===== src/rtl/lcd_pkg.sv =====
// rtl/lcd_pkg.sv - shared types, HD44780 command bytes and timing defaults
package lcd_pkg;

   typedef enum logic [2:0] {
      ST_PWR_WAIT,
      ST_INIT,
      ST_LATCH,
      ST_ADDR0,
      ST_CHAR0,
      ST_ADDR1,
      ST_CHAR1
   } lcd_state_e;

   typedef enum logic [1:0] {
      PH_IDLE,
      PH_SETUP,
      PH_STROBE,
      PH_HOLD
   } lcd_phase_e;

   localparam logic [7:0] LCD_FUNC_8BIT_2L = 8'h38;
   localparam logic [7:0] LCD_DISP_ON      = 8'h0C;
   localparam logic [7:0] LCD_CLEAR        = 8'h01;
   localparam logic [7:0] LCD_ENTRY_INC    = 8'h06;
   localparam logic [7:0] LCD_LINE0_ADDR   = 8'h80;
   localparam logic [7:0] LCD_LINE1_ADDR   = 8'hC0;

   localparam int DEF_INIT_WAIT  = 750000;
   localparam int DEF_EN_HIGH    = 12;
   localparam int DEF_CMD_WAIT   = 2500;
   localparam int DEF_CLEAR_WAIT = 82000;

   localparam int WAIT_W   = 20;
   localparam int INIT_LEN = 5;

   // Power-up command list; the function set is sent twice as the controller expects
   function automatic logic [7:0] init_cmd(input logic [3:0] idx);
      case (idx)
         4'd0, 4'd1: init_cmd = LCD_FUNC_8BIT_2L;
         4'd2:       init_cmd = LCD_DISP_ON;
         4'd3:       init_cmd = LCD_CLEAR;
         default:    init_cmd = LCD_ENTRY_INC;
      endcase
   endfunction

endpackage


===== src/rtl/lcd_byte_strobe.sv =====
// rtl/lcd_byte_strobe.sv - one LCD write: setup, enable strobe, post-write hold
module lcd_byte_strobe
   import lcd_pkg::*;
#(
   parameter int EN_HIGH    = DEF_EN_HIGH,
   parameter int CMD_WAIT   = DEF_CMD_WAIT,
   parameter int CLEAR_WAIT = DEF_CLEAR_WAIT
) (
   input  logic              clk,
   input  logic              clr,
   input  logic              start,
   input  logic [7:0]        data_byte,
   input  logic              rs,
   input  logic              long_wait,
   input  logic [WAIT_W-1:0] cnt,
   output logic              cnt_restart,
   output logic [7:0]        lcd_data,
   output logic              lcd_rs,
   output logic              lcd_en,
   output logic              ready
);

   lcd_phase_e        phase_q, phase_d;
   logic [7:0]        data_q, data_d;
   logic              rs_q, rs_d;
   logic              en_q, en_d;
   logic              long_q, long_d;
   logic [WAIT_W-1:0] hold_len;
   logic              strobe_last;
   logic              hold_last;

   always_ff @(posedge clk) begin
      if (clr) begin
         phase_q <= PH_IDLE;
         data_q  <= 8'h00;
         rs_q    <= 1'b0;
         en_q    <= 1'b0;
         long_q  <= 1'b0;
      end else begin
         phase_q <= phase_d;
         data_q  <= data_d;
         rs_q    <= rs_d;
         en_q    <= en_d;
         long_q  <= long_d;
      end
   end

   // ready marks the last cycle of a byte so the next one can follow back-to-back
   always_comb begin
      hold_len    = long_q ? WAIT_W'(CLEAR_WAIT) : WAIT_W'(CMD_WAIT);
      strobe_last = (cnt == WAIT_W'(EN_HIGH - 1));
      hold_last   = (cnt == hold_len - 20'd1);
      case (phase_q)
         PH_IDLE:   ready = 1'b1;
         PH_STROBE: ready = strobe_last && (hold_len == '0);
         PH_HOLD:   ready = hold_last;
         default:   ready = 1'b0;
      endcase
   end

   always_comb begin
      phase_d     = phase_q;
      data_d      = data_q;
      rs_d        = rs_q;
      long_d      = long_q;
      cnt_restart = 1'b0;
      case (phase_q)
         PH_SETUP: begin
            phase_d     = PH_STROBE;
            cnt_restart = 1'b1;
         end
         PH_STROBE: if (strobe_last) begin
            phase_d     = (hold_len == '0) ? PH_IDLE : PH_HOLD;
            cnt_restart = 1'b1;
         end
         PH_HOLD: if (hold_last) begin
            phase_d     = PH_IDLE;
            cnt_restart = 1'b1;
         end
         default: ;
      endcase
      if (ready && start) begin
         phase_d     = PH_SETUP;
         data_d      = data_byte;
         rs_d        = rs;
         long_d      = long_wait;
         cnt_restart = 1'b1;
      end
      en_d = (phase_d == PH_STROBE);
   end

   assign lcd_data = data_q;
   assign lcd_rs   = rs_q;
   assign lcd_en   = en_q;

endmodule


===== src/rtl/lcd_frame_writer.sv =====
// rtl/lcd_frame_writer.sv - HD44780 init sequence and continuous two-line refresh
module lcd_frame_writer
   import lcd_pkg::*;
#(
   parameter int INIT_WAIT  = DEF_INIT_WAIT,
   parameter int EN_HIGH    = DEF_EN_HIGH,
   parameter int CMD_WAIT   = DEF_CMD_WAIT,
   parameter int CLEAR_WAIT = DEF_CLEAR_WAIT
) (
   input  logic         CLK,
   input  logic         CLR,
   input  logic [127:0] LINE0,
   input  logic [127:0] LINE1,
   output logic [7:0]   LCD_DATA,
   output logic         LCD_RS,
   output logic         LCD_RW,
   output logic         LCD_EN,
   output logic         LCD_ON,
   output logic         init_done,
   output logic         frame_done
);

   lcd_state_e        state_q, state_d;
   logic [3:0]        idx_q, idx_d;
   logic [WAIT_W-1:0] cnt_q, cnt_d;
   logic [127:0]      line0_q, line0_d;
   logic [127:0]      line1_q, line1_d;
   logic              init_done_q, init_done_d;
   logic              lcd_on_q;
   logic              adv;
   logic              start;
   logic [7:0]        tx_byte;
   logic              tx_rs;
   logic              tx_long;
   logic              cnt_restart;
   logic              ready;

   always_ff @(posedge CLK) begin
      if (CLR) begin
         state_q     <= ST_PWR_WAIT;
         idx_q       <= 4'd0;
         cnt_q       <= '0;
         line0_q     <= '0;
         line1_q     <= '0;
         init_done_q <= 1'b0;
         lcd_on_q    <= 1'b0;
      end else begin
         state_q     <= state_d;
         idx_q       <= idx_d;
         cnt_q       <= cnt_d;
         line0_q     <= line0_d;
         line1_q     <= line1_d;
         init_done_q <= init_done_d;
         lcd_on_q    <= 1'b1;
      end
   end

   // Every advance into a sending state coincides with a start, so inside those
   // states the strobe's ready can only mean the current byte is finishing.
   always_comb begin
      state_d     = state_q;
      idx_d       = idx_q;
      line0_d     = line0_q;
      line1_d     = line1_q;
      init_done_d = init_done_q;
      adv         = 1'b0;
      case (state_q)
         ST_PWR_WAIT: if (cnt_q == WAIT_W'(INIT_WAIT)) begin
            adv     = 1'b1;
            state_d = ST_INIT;
            idx_d   = 4'd0;
         end
         ST_INIT: if (ready) begin
            adv = 1'b1;
            if (idx_q == 4'(INIT_LEN - 1)) begin
               state_d     = ST_LATCH;
               idx_d       = 4'd0;
               init_done_d = 1'b1;
            end else begin
               idx_d = idx_q + 4'd1;
            end
         end
         ST_LATCH: begin
            adv     = 1'b1;
            state_d = ST_ADDR0;
            line0_d = LINE0;
            line1_d = LINE1;
         end
         ST_ADDR0: if (ready) begin
            adv     = 1'b1;
            state_d = ST_CHAR0;
            idx_d   = 4'd0;
         end
         ST_CHAR0: if (ready) begin
            adv   = 1'b1;
            idx_d = idx_q + 4'd1;
            if (idx_q == 4'd15) state_d = ST_ADDR1;
         end
         ST_ADDR1: if (ready) begin
            adv     = 1'b1;
            state_d = ST_CHAR1;
            idx_d   = 4'd0;
         end
         ST_CHAR1: if (ready) begin
            adv   = 1'b1;
            idx_d = idx_q + 4'd1;
            if (idx_q == 4'd15) state_d = ST_LATCH;
         end
         default: state_d = ST_PWR_WAIT;
      endcase
      cnt_d = cnt_restart ? '0 : cnt_q + 20'd1;
   end

   // The byte handed to the strobe is the one for the position being entered
   always_comb begin
      start   = adv && (state_d != ST_LATCH);
      tx_byte = 8'h00;
      tx_rs   = 1'b0;
      case (state_d)
         ST_INIT:  tx_byte = init_cmd(idx_d);
         ST_ADDR0: tx_byte = LCD_LINE0_ADDR;
         ST_CHAR0: begin
            tx_byte = line0_q[{~idx_d, 3'b000} +: 8];
            tx_rs   = 1'b1;
         end
         ST_ADDR1: tx_byte = LCD_LINE1_ADDR;
         ST_CHAR1: begin
            tx_byte = line1_q[{~idx_d, 3'b000} +: 8];
            tx_rs   = 1'b1;
         end
         default: ;
      endcase
      tx_long    = (state_d == ST_INIT) && (tx_byte == LCD_CLEAR);
      frame_done = (state_q == ST_CHAR1) && (idx_q == 4'd15) && ready;
   end

   lcd_byte_strobe #(
      .EN_HIGH    (EN_HIGH),
      .CMD_WAIT   (CMD_WAIT),
      .CLEAR_WAIT (CLEAR_WAIT)
   ) u_strobe (
      .clk         (CLK),
      .clr         (CLR),
      .start       (start),
      .data_byte   (tx_byte),
      .rs          (tx_rs),
      .long_wait   (tx_long),
      .cnt         (cnt_q),
      .cnt_restart (cnt_restart),
      .lcd_data    (LCD_DATA),
      .lcd_rs      (LCD_RS),
      .lcd_en      (LCD_EN),
      .ready       (ready)
   );

   assign LCD_RW    = 1'b0;
   assign LCD_ON    = lcd_on_q;
   assign init_done = init_done_q;

endmodule

===== config.mk =====
export PLATFORM = sky130hd
export DESIGN_NAME = lcd_frame_writer
export DESIGN_NICKNAME = d
export VERILOG_FILES = /design/src/rtl/lcd_pkg.sv /design/src/rtl/lcd_byte_strobe.sv /design/src/rtl/lcd_frame_writer.sv
export SDC_FILE = /design/constraint.sdc
export NUM_CORES = 1
export LEC_CHECK = 0
export CAP_MARGIN = 20
export CORE_ASPECT_RATIO = 1.75
export CORE_MARGIN = 2
export CORE_UTILIZATION = 56
export CTS_CLUSTER_DIAMETER = 120
export DETAILED_ROUTE_END_ITERATION = 16
export HOLD_SLACK_MARGIN = 0.05
export PLACE_DENSITY = 0.87
export SLEW_MARGIN = 20
export SYNTH_ARGS = -nofsm -noshare
export SYNTH_HDL_FRONTEND = slang
export SYNTH_SLANG_ARGS = --single-unit

===== constraint.sdc =====
create_clock -name CLK -period 8.05 [get_ports CLK]
set_input_delay 1.2075 -clock CLK [delete_from_list [all_inputs] [get_ports CLK]]
set_output_delay 1.2075 -clock CLK [all_outputs]
set_load 0.03 [all_outputs]

Yosys cells after proc, flatten, opt, wreduce, memory -nomap -nowiden
Index checks and enable logic that the tools add are counted.
{"block": "word_totals", "ff_bits": 298, "inputBits": 258, "out_inout_bits": 14}
{"block": "classes", "add_sub_neg": 3, "eq_ne": 25, "shifts": 2, "muxes": 34, "n_bitwise": 1, "reduce_logical": 17}
{"operator": "$shiftx A128 B8 Y8", "count": 2}
{"operator": "$pmux W8 S5", "count": 1}
{"operator": "$mux W3", "count": 9}
{"operator": "$pmux W3 S7", "count": 1}
{"operator": "$add A20 B1 Y20 const B", "count": 1}
{"operator": "$eq A20 B20 Y1", "count": 1}
{"operator": "$eq A20 B20 Y1 const B", "count": 1}
{"operator": "$eq A20 B4 Y1 const B", "count": 1}
{"operator": "$logic_not A20 Y1", "count": 1}
{"operator": "$mux W4", "count": 5}
{"operator": "$sub A20 B1 Y20 const B", "count": 1}
{"operator": "$eq A3 B3 Y1 const B", "count": 6}
{"operator": "$pmux W6 S3", "count": 1}
{"operator": "$mux W17", "count": 1}
{"operator": "$pmux W4 S4", "count": 1}
{"operator": "$reduce_or A2 Y1", "count": 5}
{"operator": "$eq A3 B2 Y1 const B", "count": 3}
{"operator": "$pmux W1 S3", "count": 3}
{"operator": "$eq A4 B2 Y1 const B", "count": 2}
{"operator": "$eq A8 B1 Y1 const B", "count": 1}
{"operator": "$mux W2", "count": 4}
{"operator": "$mux W1", "count": 7}
{"operator": "$eq A2 B2 Y1 const B", "count": 3}
{"operator": "$eq A3 B1 Y1 const B", "count": 2}
{"operator": "other kinds (14)", "count": 19}

Longest topological paths before layout
{"block": "logic_depth", "word_depth": 12, "mapped_depth": 22, "mapped_depth_nobuf": 18}

Hierarchy
From an unflattened synthesis, not the netlist that was laid out.
{"block": "unflattened", "cells_unflattened": 1642, "hier_area_um2": 13494.2}
{"mod": "lcd_frame_writer", "n_inst": 1, "cells_each": 1554, "area_per_inst_um2": 12674.7, "seq_area_each_um2": 5705.5}
{"mod": "lcd_byte_strobe", "n_inst": 1, "cells_each": 88, "area_per_inst_um2": 819.5, "seq_area_each_um2": 260.2}

Worst setup path before layout
Ideal clock, no wire load.
{"block": "synth_timing", "path_kind": "register to register", "from": "register u_strobe.phase_q[0]", "to": "register u_strobe.data_q[3], in the netlist u_strobe.lcd_data[3]", "setup_time_ps": 135, "t_arrival_ps": 4030, "required_ps": 7915, "slack_ps": 3885, "path_stages_with_launch": 22, "n_path_buf": 3, "period_less_slack_ps": 4165, "cell_sequence": "dfxtp_1 inv_1 ha_1 nor4b_1 nand3_1 o31ai_4 inv_2 buf_6 ha_1 mux2_2 a22oi_1 a21oi_1 a21oi_1 and3_1 buf_6 buf_6 mux2i_1 mux2i_1 o21ai_0 a221oi_1 o311ai_0 a31oi_1"}
{"block": "synth_via", "elab_chain_cells": 8, "elab_cells_between_ends": 34}
{"element": "from (decl)", "line": "lcd_byte_strobe.sv:23", "text": "lcd_phase_e phase_q, phase_d;"}
{"element": "from (signal assigned)", "line": "lcd_byte_strobe.sv:40", "text": "phase_q <= phase_d;"}
{"element": "$eq A2 B2 Y1 / $logic_not A2 Y1 (equally long branches)", "line": "lcd_byte_strobe.sv:53", "text": "case (phase_q)"}
{"element": "$pmux W1 S3 (*)", "line": "lcd_byte_strobe.sv:53"}
{"element": "branches (longest 6 deep; another with $shiftx A128 B8 Y8)"}
{"element": "to (signal assigned)", "line": "lcd_byte_strobe.sv:41", "text": "data_q <= data_d;"}
{"element": "to (decl)", "line": "lcd_byte_strobe.sv:24", "text": "logic [7:0] data_q, data_d;"}
Every way passes the cells marked *.
A chain may end at the register's enable or synchronous reset.

Final worst setup path
{"block": "layout_timing", "from": "register u_strobe.phase_q[1]", "to": "register u_strobe.data_q[6], in the netlist u_strobe.lcd_data[6]"}
{"block": "layout_via", "elab_chain_cells": 7, "elab_cells_between_ends": 28}
{"element": "$eq A2 B2 Y1 / $logic_not A2 Y1 (equally long branches)", "line": "lcd_byte_strobe.sv:53"}
{"element": "$pmux W1 S3 (*)", "line": "lcd_byte_strobe.sv:53"}
{"element": "$mux W4, or another cell as far along", "line": "lcd_frame_writer.sv:94, lcd_frame_writer.sv:104"}
{"element": "$pmux W4 S4 / $pmux W3 S7 (equally long branches)", "line": "lcd_frame_writer.sv:67", "text": "case (state_q)"}
{"element": "$not A4 Y4 / $ne A3 B2 Y1 (equally long branches)", "line": "lcd_frame_writer.sv:123, lcd_frame_writer.sv:128, lcd_frame_writer.sv:116"}
{"element": "$shiftx A128 B8 Y8, or another cell as far along", "line": "lcd_frame_writer.sv:128", "text": "tx_byte = line1_q[{~idx_d, 3'b000} +: 8];"}
{"element": "$pmux W8 S5 / $logic_and A1 B1 Y1 (equally long branches)", "line": "lcd_frame_writer.sv:119, lcd_byte_strobe.sv:82"}
Every way passes the cells marked *; elsewhere a longest branch is shown, timed or not.

==> impl_metrics.env <==
export IMPL_outcome="complete, no violations"
export IMPL_root_buffer="clkbuf_16"
export IMPL_viasPerCell=5.90
export IMPL_drc_errors=0
export IMPL_pre_cts_ws_ns=2.26
export IMPL_ys_warnings_count=0
export IMPL_yosysSeqAreaShare=0.447
export IMPL_syn_to_final_growth_pct=27.0
export IMPL_port_buffers=270
export IMPL_die_width_um=121
export IMPL_ctsHoldBuffers=0
export IMPL_synth_area_sq_mm=0.0134
export IMPL_track_usage=0.374
export IMPL_yosys_register_bits=298
export IMPL_routed_wl_um=47900
export IMPL_place_gp_congestion=0.935
export IMPL_core_sq_mm=0.0234
export IMPL_slew_violations=0
export IMPL_antenna_found_initial=9
export IMPL_vdd_ir_drop_max_v=0.000169
export IMPL_cts_buffer_depth=3
export IMPL_worst_setup_path_end_kind="flip-flop"
export IMPL_die_y_um=208
export IMPL_hpwl_um=34600
export IMPL_synth_nets=2081
export IMPL_ctsResizeCount=0
export IMPL_period_needed_ns=5.94
export IMPL_reg2reg_from="u_strobe.phase_q[1]"
export IMPL_setup_viol=0
export IMPL_initial_core_util=0.570
export IMPL_crit_type="flip-flop to flip-flop"
export IMPL_overflow=0
export IMPL_clk_latency_ns=0.55
export IMPL_hold_viol=0
export IMPL_post_cts_buffers=0
export IMPL_drive_gt1_frac=0.0398
export IMPL_async_reset_ff_frac=0
export IMPL_vias=13700
export IMPL_final_setup_worst_slack_ns=2.11
export IMPL_syn_avg_cell_area_sq_um=7.36
export IMPL_synthDistinctLibCells=69
export IMPL_power_mw=3.30
export IMPL_first_iter_violations=1185
export IMPL_worst_setup_path_startpoint="u_strobe.phase_q[1]"
export IMPL_synth_top_area_frac=0.447
export IMPL_maxCapViolCount=0
export IMPL_rsz0062_at_grt="no"
export IMPL_worst_pin_slew_ns=1.15
export IMPL_critPathLaunchType="flip-flop"
export IMPL_worstPathMaxFanout=34
export IMPL_path_clk_slew_ns=0.07
export IMPL_hp_class="flip-flop to flip-flop"
export IMPL_antenna_left=0
export IMPL_cts_sinks=298
export IMPL_rrSetupSlack_ns=2.11
export IMPL_fmax_mhz=168
export IMPL_ios=272
export IMPL_synth_cells=1815
export IMPL_cp_data_arrival_time_ns=6.41
export IMPL_final_cells=2323
export IMPL_required_ns=8.52
export IMPL_cts_buffers=27
export IMPL_wl_per_cell_um=20.6
export IMPL_finalSetupTns_ns=0
export IMPL_design_area_sq_mm=0.0170
export IMPL_first_pass_iters=6
export IMPL_cts_tree="yes"
export IMPL_synth_flop_cell="dfxtp_1"
export IMPL_grt_pass1_vias=13500
export IMPL_yosysTopAreaCell="dfxtp_1"
export IMPL_grt_max_degree=114
export IMPL_power_density_mw_per_mm2=194
export IMPL_dp_cells=2265
export IMPL_nNetsFinal=2256
export IMPL_fin_skew_ns=0.0125
export IMPL_cts_htree_levels=1
export IMPL_grt_pass1_wl_um=73100
export IMPL_placed_area_sq_mm=0.0160
export IMPL_leakage_nw=5.76
export IMPL_relSlewSlack=0.234
export IMPL_period_share=0.738
export IMPL_fp_row_count=74
export IMPL_die_area_sq_mm=0.0251
export IMPL_hp_start="line0_q[115]"
export IMPL_synth_edf_count=0
export IMPL_ys_top_cells_by_area="dfxtp_1, nand2_1, a21oi_1, mux2i_1, clkbuf_1"
-- cells in the final DEF, fill, tap and decap left out, types with 12 or more instances in the layout --
cell type / netlist / layout
mux2i_1: 47 / 47
nand3_1: 57 / 56
clkdlybuf4s50_1: 0 / 269
a21oi_1: 284 / 284
clkbuf_16: 0 / 27
a31oi_1: 20 / 20
dfxtp_1: 298 / 298
buf_4: 2 / 13
xor2_1: 13 / 13
o22ai_1: 15 / 15
a221oi_1: 13 / 12
inv_1: 12 / 12
nand2_1: 664 / 662
o21ai_0: 24 / 24
nor2_1: 72 / 71
and3_1: 15 / 14
-- metrics by stage --
stage          hold WS (ns)   util
6_report              0.455  0.724
5_1_grt               0.469  0.724
4_1_cts               0.455  0.723
3_5_place_dp          0.447  0.683
3_3_place_gp          0.441  0.683
2_1_floorplan         0.432      -
-- cell families after synthesis --
logic type / share of synthesized area
and+or+nand+nor: 0.264
buffers and inverters: 0.0471
muxes: 0.0386
other: 0.000281
adders and majority gates: 0.00750
DFF: 0.447
xor gates and xnor gates: 0.0118
AOI/OAI and AO/OA: 0.184
-- power breakdown --
part / internal [mW] / leakage [nW] / total (mW) / switching, mW
combinational: 0.200 / 2.91 / 0.445 / 0.245
clock: 0.769 / 0.454 / 1.35 / 0.582
sequential: 1.49 / 2.40 / 1.50 / 0.0164
total: 2.46 / 5.76 / 3.30 / 0.843
-- layout make-up --
| type | instances | area [sq um] |
|---|---|---|
| multi-input cells | 1365 | 6810 |
| flip-flops and latches | 298 | 5970 |
| diodes | 9 | 22.5 |
| fillers | 1831 | 6460 |
| clock buffers | 35 | 766 |
| well taps | 304 | 380 |
| repair buffers | 283 | 2800 |
| inverters | 15 | 56.3 |
| clock inverters | 14 | 160 |
-- cell usage after synthesis (all sizes together) (4+ instances only) --
cell,instances
xor2,13
clkbuf,106
nor2b,8
and2,7
a221oi,13
a21oi,284
o2111ai,4
and3,15
nand2,664
mux2,4
a32oi,7
a31oi,20
ha,8
nand3,57
a211oi,8
o221ai,6
nor4,6
nand4,6
nor2,72
nor3,7
buf,31
o22ai,15
o21ai,27
or4,5
nand2b,4
a32o,6
inv,13
dfxtp,298
xnor2,5
a221o,4
mux2i,47
-- routing by layer --
metal | wire length, um | global-route usage | share of wire | vias to the layer above
met2 | 25100 | 0.660 | 0.52 | 654
met4 | 3710 | 0.275 | 0.077 | 0
met5 | 0 | 0 | 0 | -
li1 | - | - | - | 6482
met3 | 2870 | 0.0655 | 0.060 | 196
met1 | 16300 | 0.388 | 0.34 | 6373
-- worst paths after layout --
check / end / cells past startpoint
worst max-delay path: u_strobe.lcd_data[6] / 18
worst min-delay path: line0_q[115] / 2
worst max register to register: u_strobe.lcd_data[6] / 18
worst min register to register: line0_q[115] / 2
-- worst max-delay path: stages (launching register included) --
cell and delay, ns:
dfxtp_1 0.42, inv_1 0.07, ha_1 0.30, nor4b_1 0.61, nand3_1 0.26, o31ai_4 0.45
inv_2 0.21, ha_1 0.25, mux2_2 0.26, a22oi_1 0.14, a21oi_1 0.12, a21oi_1 0.21
nand3_2 0.67, nand2_1 0.76, o32ai_1 0.18, a211oi_1 0.29, o31ai_1 0.13, a311o_1 0.35
a31oi_1 0.15
-- sequential cells by signal (all words and copies together) (netlist names) --
| register | flops |
|---|---|
| state_q | 3 |
| LCD_ON | 1 |
| u_strobe.lcd_data | 8 |
| idx_q | 4 |
| u_strobe.lcd_rs | 1 |
| line1_q | 128 |
| cnt_q | 20 |
| u_strobe.long_q | 1 |
| u_strobe.lcd_en | 1 |
| line0_q | 128 |
| u_strobe.phase_q | 2 |
| init_done | 1 |
(Power assumes the default switching activity.)
